<file path="src/rtl/key_matrix_if.sv">
// Keypad-side signal bundle for key_matrix_scan: matrix drive/sense, clear, and key event outputs.
interface key_matrix_if;
    logic [3:0]  i_col;
    logic        i_clr;
    logic [3:0]  o_row;
    logic        o_key_valid;
    logic [3:0]  o_key_code;
    logic        o_key_down;
    logic [31:0] o_digits;

    modport master (
        output i_col, i_clr,
        input  o_row, o_key_valid, o_key_code, o_key_down, o_digits
    );

    modport slave (
        input  i_col, i_clr,
        output o_row, o_key_valid, o_key_code, o_key_down, o_digits
    );
endinterface

</file>
<file path="src/rtl/key_matrix_scan.sv">
// 4x4 hex keypad scanner: row strobing, whole-frame debounce, press FSM and a 32-bit digit shift register.
// Define KEY_REPEAT_EN to add auto-repeat events every REPEAT_FRMS accepted frames while a key is held.
module key_matrix_scan #(
    parameter int SCAN_DIV_W    = 15,
    parameter int DEBOUNCE_FRMS = 4,
    parameter int REPEAT_FRMS   = 64
) (
    input  logic         clk,
    input  logic         rstn,
    key_matrix_if.slave  kp
);
    typedef enum logic [1:0] {ST_IDLE, ST_PRESSED, ST_JAM} state_e;

    localparam logic [3:0] DEB_N = 4'(DEBOUNCE_FRMS);

    logic [3:0]            col_s1_q, col_s2_q;
    logic [SCAN_DIV_W-1:0] presc_q, presc_d;
    logic [1:0]            row_q, row_d;
    logic [15:0]           snap_q, snap_d;
    logic [15:0]           prev_q, prev_d;
    logic [3:0]            deb_cnt_q, deb_cnt_d;
    logic                  acc_vld_q, acc_vld_d;
    logic [15:0]           acc_q, acc_d;
    logic [15:0]           held_q, held_d;
    state_e                state_q, state_d;
    logic                  valid_q, valid_d;
    logic [3:0]            code_q, code_d;
    logic [31:0]           digits_q, digits_d;

    logic                  tick;
    logic [3:0]            cols;
    logic [15:0]           frame;
    logic                  one_hot;
    logic [3:0]            enc;
    logic                  fire;

`ifdef KEY_REPEAT_EN
    localparam int REP_W = (REPEAT_FRMS > 1) ? $clog2(REPEAT_FRMS) : 1;
    localparam logic [REP_W-1:0] REP_LAST = REP_W'(REPEAT_FRMS - 1);
    logic [REP_W-1:0] rep_q, rep_d;
`else
    logic unused_repeat;
    assign unused_repeat = (REPEAT_FRMS > 0);
`endif

    assign tick  = &presc_q;
    assign cols  = ~col_s2_q;
    // The row being sampled on a row-3 tick is still in the synchronizer, not yet in snap_q.
    assign frame = {cols, snap_q[11:0]};

    // NOTE: every always_comb output gets a default first so no path can leave it unassigned and infer a latch.
    always_comb begin
        presc_d   = presc_q + 1'b1;
        row_d     = row_q;
        snap_d    = snap_q;
        prev_d    = prev_q;
        deb_cnt_d = deb_cnt_q;
        acc_vld_d = 1'b0;
        acc_d     = acc_q;
        if (tick) begin
            snap_d[{row_q, 2'b00} +: 4] = cols;
            row_d = row_q + 2'd1;
            if (row_q == 2'd3) begin
                prev_d = frame;
                if (frame == prev_q) begin
                    if (deb_cnt_q != DEB_N) deb_cnt_d = deb_cnt_q + 4'd1;
                end else begin
                    deb_cnt_d = 4'd1;
                end
                if (deb_cnt_d == DEB_N) begin
                    acc_vld_d = 1'b1;
                    acc_d     = frame;
                end
            end
        end
    end

    assign one_hot = (acc_q != 16'h0) && ((acc_q & (acc_q - 16'd1)) == 16'h0);

    always_comb begin
        enc = 4'h0;
        for (int i = 0; i < 16; i++) begin
            if (acc_q[i]) enc = 4'(i);
        end
    end

    always_comb begin
        state_d  = state_q;
        held_d   = held_q;
        valid_d  = 1'b0;
        code_d   = code_q;
        digits_d = digits_q;
        fire     = 1'b0;
`ifdef KEY_REPEAT_EN
        rep_d    = rep_q;
`endif
        if (acc_vld_q) begin
            case (state_q)
                ST_IDLE: begin
                    if (one_hot) begin
                        state_d = ST_PRESSED;
                        held_d  = acc_q;
                        code_d  = enc;
                        fire    = 1'b1;
`ifdef KEY_REPEAT_EN
                        rep_d   = '0;
`endif
                    end else if (acc_q != 16'h0) begin
                        state_d = ST_JAM;
                    end
                end
                ST_PRESSED: begin
                    if (acc_q == held_q) begin
`ifdef KEY_REPEAT_EN
                        if (rep_q == REP_LAST) begin
                            fire  = 1'b1;
                            rep_d = '0;
                        end else begin
                            rep_d = rep_q + 1'b1;
                        end
`endif
                    end else begin
                        state_d = (acc_q == 16'h0) ? ST_IDLE : ST_JAM;
`ifdef KEY_REPEAT_EN
                        rep_d   = '0;
`endif
                    end
                end
                ST_JAM: begin
                    if (acc_q == 16'h0) state_d = ST_IDLE;
                end
                default: state_d = ST_IDLE;
            endcase
        end
        valid_d = fire;
        // A clear landing on an event edge still keeps the key just entered.
        if (kp.i_clr) begin
            digits_d = fire ? {28'h0, code_d} : 32'h0;
        end else if (fire) begin
            digits_d = {digits_q[27:0], code_d};
        end
    end

    // NOTE: sequential state uses non-blocking assignments so every flop samples pre-edge values.
    always_ff @(posedge clk or negedge rstn) begin
        // NOTE: the frame registers (snap/prev/acc/held) are reset too, so a mid-press reset leaves no stale frame behind.
        if (!rstn) begin
            col_s1_q  <= 4'hF;
            col_s2_q  <= 4'hF;
            presc_q   <= '0;
            row_q     <= 2'd0;
            snap_q    <= 16'h0;
            prev_q    <= 16'h0;
            deb_cnt_q <= 4'd0;
            acc_vld_q <= 1'b0;
            acc_q     <= 16'h0;
            held_q    <= 16'h0;
            state_q   <= ST_IDLE;
            valid_q   <= 1'b0;
            code_q    <= 4'h0;
            digits_q  <= 32'h0;
`ifdef KEY_REPEAT_EN
            rep_q     <= '0;
`endif
        end else begin
            col_s1_q  <= kp.i_col;
            col_s2_q  <= col_s1_q;
            presc_q   <= presc_d;
            row_q     <= row_d;
            snap_q    <= snap_d;
            prev_q    <= prev_d;
            deb_cnt_q <= deb_cnt_d;
            acc_vld_q <= acc_vld_d;
            acc_q     <= acc_d;
            held_q    <= held_d;
            state_q   <= state_d;
            valid_q   <= valid_d;
            code_q    <= code_d;
            digits_q  <= digits_d;
`ifdef KEY_REPEAT_EN
            rep_q     <= rep_d;
`endif
        end
    end

    assign kp.o_row       = ~(4'b0001 << row_q);
    assign kp.o_key_valid = valid_q;
    assign kp.o_key_code  = code_q;
    assign kp.o_key_down  = (state_q == ST_PRESSED);
    assign kp.o_digits    = digits_q;
endmodule

</file>
<file path="src/flat_wrapper.sv">
// flat-port wrapper written by rule: the top's interface ports become plain ports
module key_matrix_scan_flat 
#(
    parameter int SCAN_DIV_W    = 15,
    parameter int DEBOUNCE_FRMS = 4,
    parameter int REPEAT_FRMS   = 64
)
  (clk, rstn, kp_i_col, kp_i_clr, kp_o_row, kp_o_key_valid, kp_o_key_code, kp_o_key_down, kp_o_digits);
  key_matrix_if kp_i ();
  input  logic clk;
  input  logic rstn;
  input wire logic [$bits(kp_i.i_col)-1:0] kp_i_col;
  input wire logic [$bits(kp_i.i_clr)-1:0] kp_i_clr;
  output wire logic [$bits(kp_i.o_row)-1:0] kp_o_row;
  output wire logic [$bits(kp_i.o_key_valid)-1:0] kp_o_key_valid;
  output wire logic [$bits(kp_i.o_key_code)-1:0] kp_o_key_code;
  output wire logic [$bits(kp_i.o_key_down)-1:0] kp_o_key_down;
  output wire logic [$bits(kp_i.o_digits)-1:0] kp_o_digits;
  assign kp_i.i_col = kp_i_col;
  assign kp_i.i_clr = kp_i_clr;
  assign kp_o_row = kp_i.o_row;
  assign kp_o_key_valid = kp_i.o_key_valid;
  assign kp_o_key_code = kp_i.o_key_code;
  assign kp_o_key_down = kp_i.o_key_down;
  assign kp_o_digits = kp_i.o_digits;
  key_matrix_scan #(.SCAN_DIV_W(SCAN_DIV_W), .DEBOUNCE_FRMS(DEBOUNCE_FRMS), .REPEAT_FRMS(REPEAT_FRMS)) u_core (.clk(clk), .rstn(rstn), .kp(kp_i));
endmodule
</file>
<file path="config.mk">
export PLATFORM = sky130hd
export DESIGN_NAME = key_matrix_scan_flat
export DESIGN_NICKNAME = d
export VERILOG_FILES = /design/src/rtl/key_matrix_if.sv /design/src/rtl/key_matrix_scan.sv /design/src/flat_wrapper.sv
export SDC_FILE = /design/constraint.sdc
export NUM_CORES = 1
export LEC_CHECK = 0
export CAP_MARGIN = 20
export CORE_ASPECT_RATIO = 1.4
export CORE_MARGIN = 2
export CORE_UTILIZATION = 52
export DETAILED_ROUTE_END_ITERATION = 6
export PLACE_DENSITY = 0.82
export SETUP_SLACK_MARGIN = 0.5
export SLEW_MARGIN = 20
export SYNTH_ARGS = -nofsm -noshare
export SYNTH_HDL_FRONTEND = slang
export SYNTH_SLANG_ARGS = --single-unit
</file>
<file path="constraint.sdc">
create_clock -name clk -period 3 [get_ports clk]
set_input_delay 0.9 -clock clk [delete_from_list [all_inputs] [get_ports clk]]
set_output_delay 0.9 -clock clk [all_outputs]
set_load 0.01 [all_outputs]
</file>
After elaboration in Yosys (flattened, before gate mapping)

Cells that the tools add are included.

Add/sub/neg operators: 5
Equal/unequal tests: 10
Shifts and indexed selects: 3
Multiplexer cells: 38
Bitwise logic cells: 3
Reduce and logical (&&, ||, !) cells: 11

Operators with widths:

| operator                 | count |
|---|---|
| $mux W32                 | 2 |
| $mux W4                  | 16 |
| $eq A16 B16 Y1           | 2 |
| $logic_not A16 Y1        | 2 |
| $reduce_and A17 Y1       | 1 |
| $and A16 B16 Y16         | 1 |
| $bwmux W16               | 1 |
| $reduce_and A16 Y1       | 1 |
| $reduce_bool A16 Y1      | 1 |
| $shift A4 B6 Y16 const A | 1 |
| $shiftx A4 B6 Y16        | 1 |
| $sub A16 B1 Y16 const B  | 1 |
| $add A15 B1 Y15 const B  | 1 |
| $reduce_and A15 Y1       | 1 |
| $mux W2                  | 7 |
| $mux W3                  | 4 |
| $not A4 Y4               | 2 |
| $mux W1                  | 7 |
| $neg A4 Y6               | 1 |
| $pmux W2 S3              | 1 |
| $add A4 B1 Y4 const B    | 1 |
| $eq A2 B2 Y1 const B     | 2 |
| $eq A4 B3 Y1 const B     | 1 |
| $ne A4 B3 Y1 const B     | 1 |
| other kinds (11)         | 11 |

Flip-flop bits (word level): 133
Output and inout port bits: 42

Depth between registers and ports, before layout

Depth in word-level cells: 20
Gate-level depth with buffers: 11

Worst setup path after synthesis

No wires, ideal clock.

Path kind: flip-flop to flip-flop
From: register u_core.acc_q[5]
To: register u_core.digits_q[18], in the netlist u_core.kp.o_digits[18]
Setup time: 0.079 ns
Data arrival time: 2.775 ns
Required time: 2.921 ns
Path slack: 0.146 ns
Cell stages (with the launch flop): 11
Cell sequence: dfrtp_1 > buf_6 > or4_4 > o41ai_2 > nand4_1 > or4_4 > or2_1 > buf_6 > clkinv_4 > buf_12 > mux2i_1

Cells in the longest elaborated chain, start to end: 8
Elaborated cells on any way between the ends: 9
Classes of those cells: add/sub (1); mux (3); bitwise (1); reduce/logical (4)

RTL lines:

| item                             | line                   | RTL |
|---|---|---|
| start: declaration               | key_matrix_scan.sv:23  | `logic [15:0] acc_q, acc_d;` |
| start signal: assignment         | key_matrix_scan.sv:156 | `acc_q <= 16'h0;` |
| start signal: assignment         | key_matrix_scan.sv:174 | `acc_q <= acc_d;` |
| $sub A16 B1 Y16                  | key_matrix_scan.sv:78  | `assign one_hot = (acc_q != 16'h0) && ((acc_q & (acc_q - 16'd1)) == 16'h0);` |
| $and A16 B16 Y16                 | key_matrix_scan.sv:78  |  |
| $logic_not A16 Y1                | key_matrix_scan.sv:78  |  |
| $logic_and A1 B1 Y1 (*)          | key_matrix_scan.sv:78  |  |
| $mux W1 (*)                      | key_matrix_scan.sv:100 | `if (one_hot) begin` |
| $mux W1 (*)                      | key_matrix_scan.sv:98  | `case (state_q)` |
| $mux W1 (*)                      | key_matrix_scan.sv:97  | `if (acc_vld_q) begin` |
| $reduce_bool A2 Y1 (no line) (*) | -                      |  |
| end signal: assignment           | key_matrix_scan.sv:179 | `digits_q <= digits_d;` |
| end: declaration                 | key_matrix_scan.sv:28  | `logic [31:0] digits_q, digits_d;` |

Mark *: on every way between the ends. The rest lies on a longest branch, timed or not.
A chain may end at the register's enable or synchronous reset.

Final worst setup path

From: register u_core.acc_q[6]
To: register u_core.digits_q[11], in the netlist u_core.kp.o_digits[11]

Same word-level chain as after synthesis.

==> impl_results.md <==
* Status: completed
* Setup_tns at 0 ns
* MaxCap Viol Count at 0
* Die ar. at 12,400 um2
* Initial antenna violation count at 0
* Initial Util at a little over half
* Crit path max fanout at 8
* Final net count at approximately 640
* Total Wirelength at roughly 15,000 um
* Gr ovfl total at 0
* Vias in the first global route at roughly 4,600
* Post-route ant nets at 0
* Max Root-Sink Buffers at 2
* Initial DRC count at 304
* Synthesized instance count at between 500 and 600
* Half-perimeter wire length after placement at between 9000 and 10,000 um
* Worst-path clk slew at 0.06 ns
* Synth cell types at 45
* HP Class: in -> async
* Leak pwr at about 3.6 nW
* Reg2reg setup slack at 0.08 ns
* Inserted Clock Buffers at 17
* Layout Cell Area excl Fill at ~7700 um2
* Measured slew at the worst slew-check pin at about 0.7 ns
* Placed instance area at approximately 6700 um2
* Clock sinks at roughly 130
* Die H at approximately 130 um
* Vias per cell at just under 6
* Pwr Density at approximately 540 nW/um2
* Period utilisation layout at 97.5%
* Syn avg cell area at between 10 and 15 um2
* Io pins at 49
* Clock root cell: clkbuf_16
* CP Data Required Time at roughly 3.3 ns
* Most frequent cells in the layout: dfrtp_1 (116), nand2_1 (63), clkdlybuf4s50_1 (42), mux2_2 (31), nand2b_1 (27)
* Hold_ws at 0.327 ns
* Commonest non-fill, non-tap cell in the layout: dfrtp_1
* Synth warnings at 0
* First-pass GRT wire length at 22,700 um
* Max-slew violation count at 0
* Synthesized cell area at 6010 um2
* Row count at 46
* Largest net degree at the start of global routing at between 60 and 70
* First drt pass iteration count at 5
* Routed wire per std cell at about 19 um
* Worst R2R End: u_core.kp.o_digits[11]
* Ant. Diodes at 0
* Crit. End Element: flip-flop
* CTS H-tree lvls at 4
* CP Class: reg -> reg
* Setup violators final at 0
* Final min period at 2.92 ns
* Worst Reg-to-Reg Cells at 7
* Non-filler instance count after layout at 786
* RSZ-0062 raised after global routing: yes
* CTS Hold Bufs at 0
* Clk_skew at a little under 0.008 ns
* # placed instances at roughly 730
* Die width at about 95 um
* #FFs+latches synth at between 100 and 150
* Peak Freq at 0.342 GHz
* Total Routing Usage GR at between 20% and 30%
* Register area share after synthesis at a little over half
* CTS tree: done
* Max-slew headroom at roughly 52%
* Buffers added on ports at 48
* DRC viols at 0
* Reg-to-Reg Start: u_core.acc_q[6]
* Worst-skew pair later-pin latency at between 0.4 and 0.5 ns
* Fraction of layout cells with a size suffix above 1 at between 20% and 30%
* Peak VDD IR at between 400 and 500 uV
* Startpoint types: flip-flop
* Synth Net Count at approximately 570
* Area Overhead vs Synth at 27.5%
* Fin. Hold Viols at 0
* Routability cong. at a little over 0.9
* DR vias at between 4,000 and 5,000
* WP data arrival at 3.25 ns
* Core Region at 11,300 um2
## through the flow
| step | utilization, % | setup slack, ns | total power, W |
|---|---|---|---|
| after floorplan | - | 0.285 | 0.00180 |
| after CTS | 66.8 | 0.344 | 0.00412 |
| after detailed placement | 59.1 | 0.165 | 0.00186 |
| after global routing | 67.9 | 0.0303 | 0.00421 |
| after global placement | 59.1 | 0.281 | 0.00185 |
| final | 67.9 | 0.0750 | 0.00410 |
## cell type report
| class | count | area (um2) |
|---|---|---|
| clock buffers | 22 | 474 |
| clock inverters | 10 | 180 |
| fillers | 795 | 3620 |
| inverters | 19 | 83.8 |
| multi-input cells | 376 | 2630 |
| flip-flops and latches | 129 | 3240 |
| well taps | 144 | 180 |
| repair buffers | 83 | 830 |
| repair inverters | 3 | 36.3 |
## synthesized netlist by cell type (all sizes together)
cell / number / area share, %
o21ai: 40 / 3.3
dfrtp: 121 / 50
a31oi: 1 / 0.10
o21bai: 1 / 0.13
mux2i: 22 / 3.7
o41ai: 1 / 0.27
nand2b: 27 / 2.8
and4: 2 / 0.29
a211oi: 1 / 0.13
clkinv: 1 / 0.15
dfstp: 8 / 3.5
mux2: 31 / 5.8
xnor2: 24 / 3.5
inv: 18 / 1.1
a2111oi: 2 / 0.29
or2: 2 / 0.21
nand2: 63 / 3.9
ha: 8 / 1.7
xor2: 22 / 3.2
o22ai: 2 / 0.21
or4: 6 / 0.87
nand4: 23 / 2.4
or4b: 1 / 0.17
clkbuf: 24 / 1.5
a21oi: 21 / 1.7
or3: 3 / 0.31
a21boi: 1 / 0.13
nor2: 19 / 1.2
and3: 1 / 0.10
o31ai: 11 / 1.4
a32o: 1 / 0.17
nand3: 17 / 1.4
a32oi: 1 / 0.15
buf: 10 / 1.5
nor4: 12 / 1.4
nor3: 7 / 0.58
nor2b: 2 / 0.21
and2: 1 / 0.10
## critical path: stages, from the launching register on
cell and delay (ns):
dfrtp_1 0.39, or4_4 0.60, o41ai_4 0.44, nand4_1 0.21
or4_4 0.46, or2_4 0.38, clkinv_8 0.11, mux2i_2 0.24
## where the power goes
part	total, W	switching (W)	internal [W]
registers	0.00176	0.00000696	0.00175
clock network	0.00228	0.000742	0.00153
logic	0.0000654	0.0000440	0.0000214
total	0.00410	0.000793	0.00331
## per-layer routing
metal | GRT usage (%) | vias to the layer above | part of all wire [%]
met5 | 0 | - | 0
met4 | 12.7 | 0 | 5.2
met3 | 5.85 | 64 | 5.3
met2 | 40.3 | 217 | 53
met1 | 26.8 | 2256 | 36
li1 | - | 2084 | -
## flip-flops by register name, indices dropped and copies added, names as in the netlist
name,cells
u_core.kp.o_digits,32
u_core.presc_q,15
u_core.acc_q,16
u_core.held_q,16
u_core.snap_q,12
u_core.acc_vld_q,1
u_core.prev_q,16
u_core.deb_cnt_q,4
u_core.col_s2_q,4
u_core.row_q,2
u_core.state_q,2
u_core.kp.o_key_code,4
u_core.col_s1_q,4
u_core.kp.o_key_valid,1
## cell families after synthesis
logic type | share of synthesized area (%)
AOI/OAI and AO/OA | 8.02
xor gates and xnor gates | 6.71
adders and majority gates | 1.67
buffers and inverters | 4.27
DFF | 53.9
muxes | 9.48
and+or+nand+nor | 16.0
## timing repair
action | 4_1_cts | 5_1_grt
gates cloned | 4 | 0
gates resized for setup | 43 | 22
endpoints found under the setup margin | 58 | 67
endpoints found under the hold margin | 0 | 0
pin swaps | 8 | 16
setup buffers | 10 | 6
## how the worst max path moves through the flow
stage / endpoint / slack, ns / startpoint
after global placement: u_core.kp.o_digits[23] / 0.28 / u_core.acc_q[0]
after detailed placement: u_core.kp.o_digits[12] / 0.17 / u_core.acc_q[1]
after global routing: u_core.kp.o_digits[11] / 0.03 / u_core.acc_q[6]
after CTS: kp_o_row[2] / 0.34 / u_core.row_q[0]
after floorplan: u_core.kp.o_digits[18] / 0.29 / u_core.acc_q[5]
final: u_core.kp.o_digits[11] / 0.08 / u_core.acc_q[6]
Power figures use the tool's default switching activity.
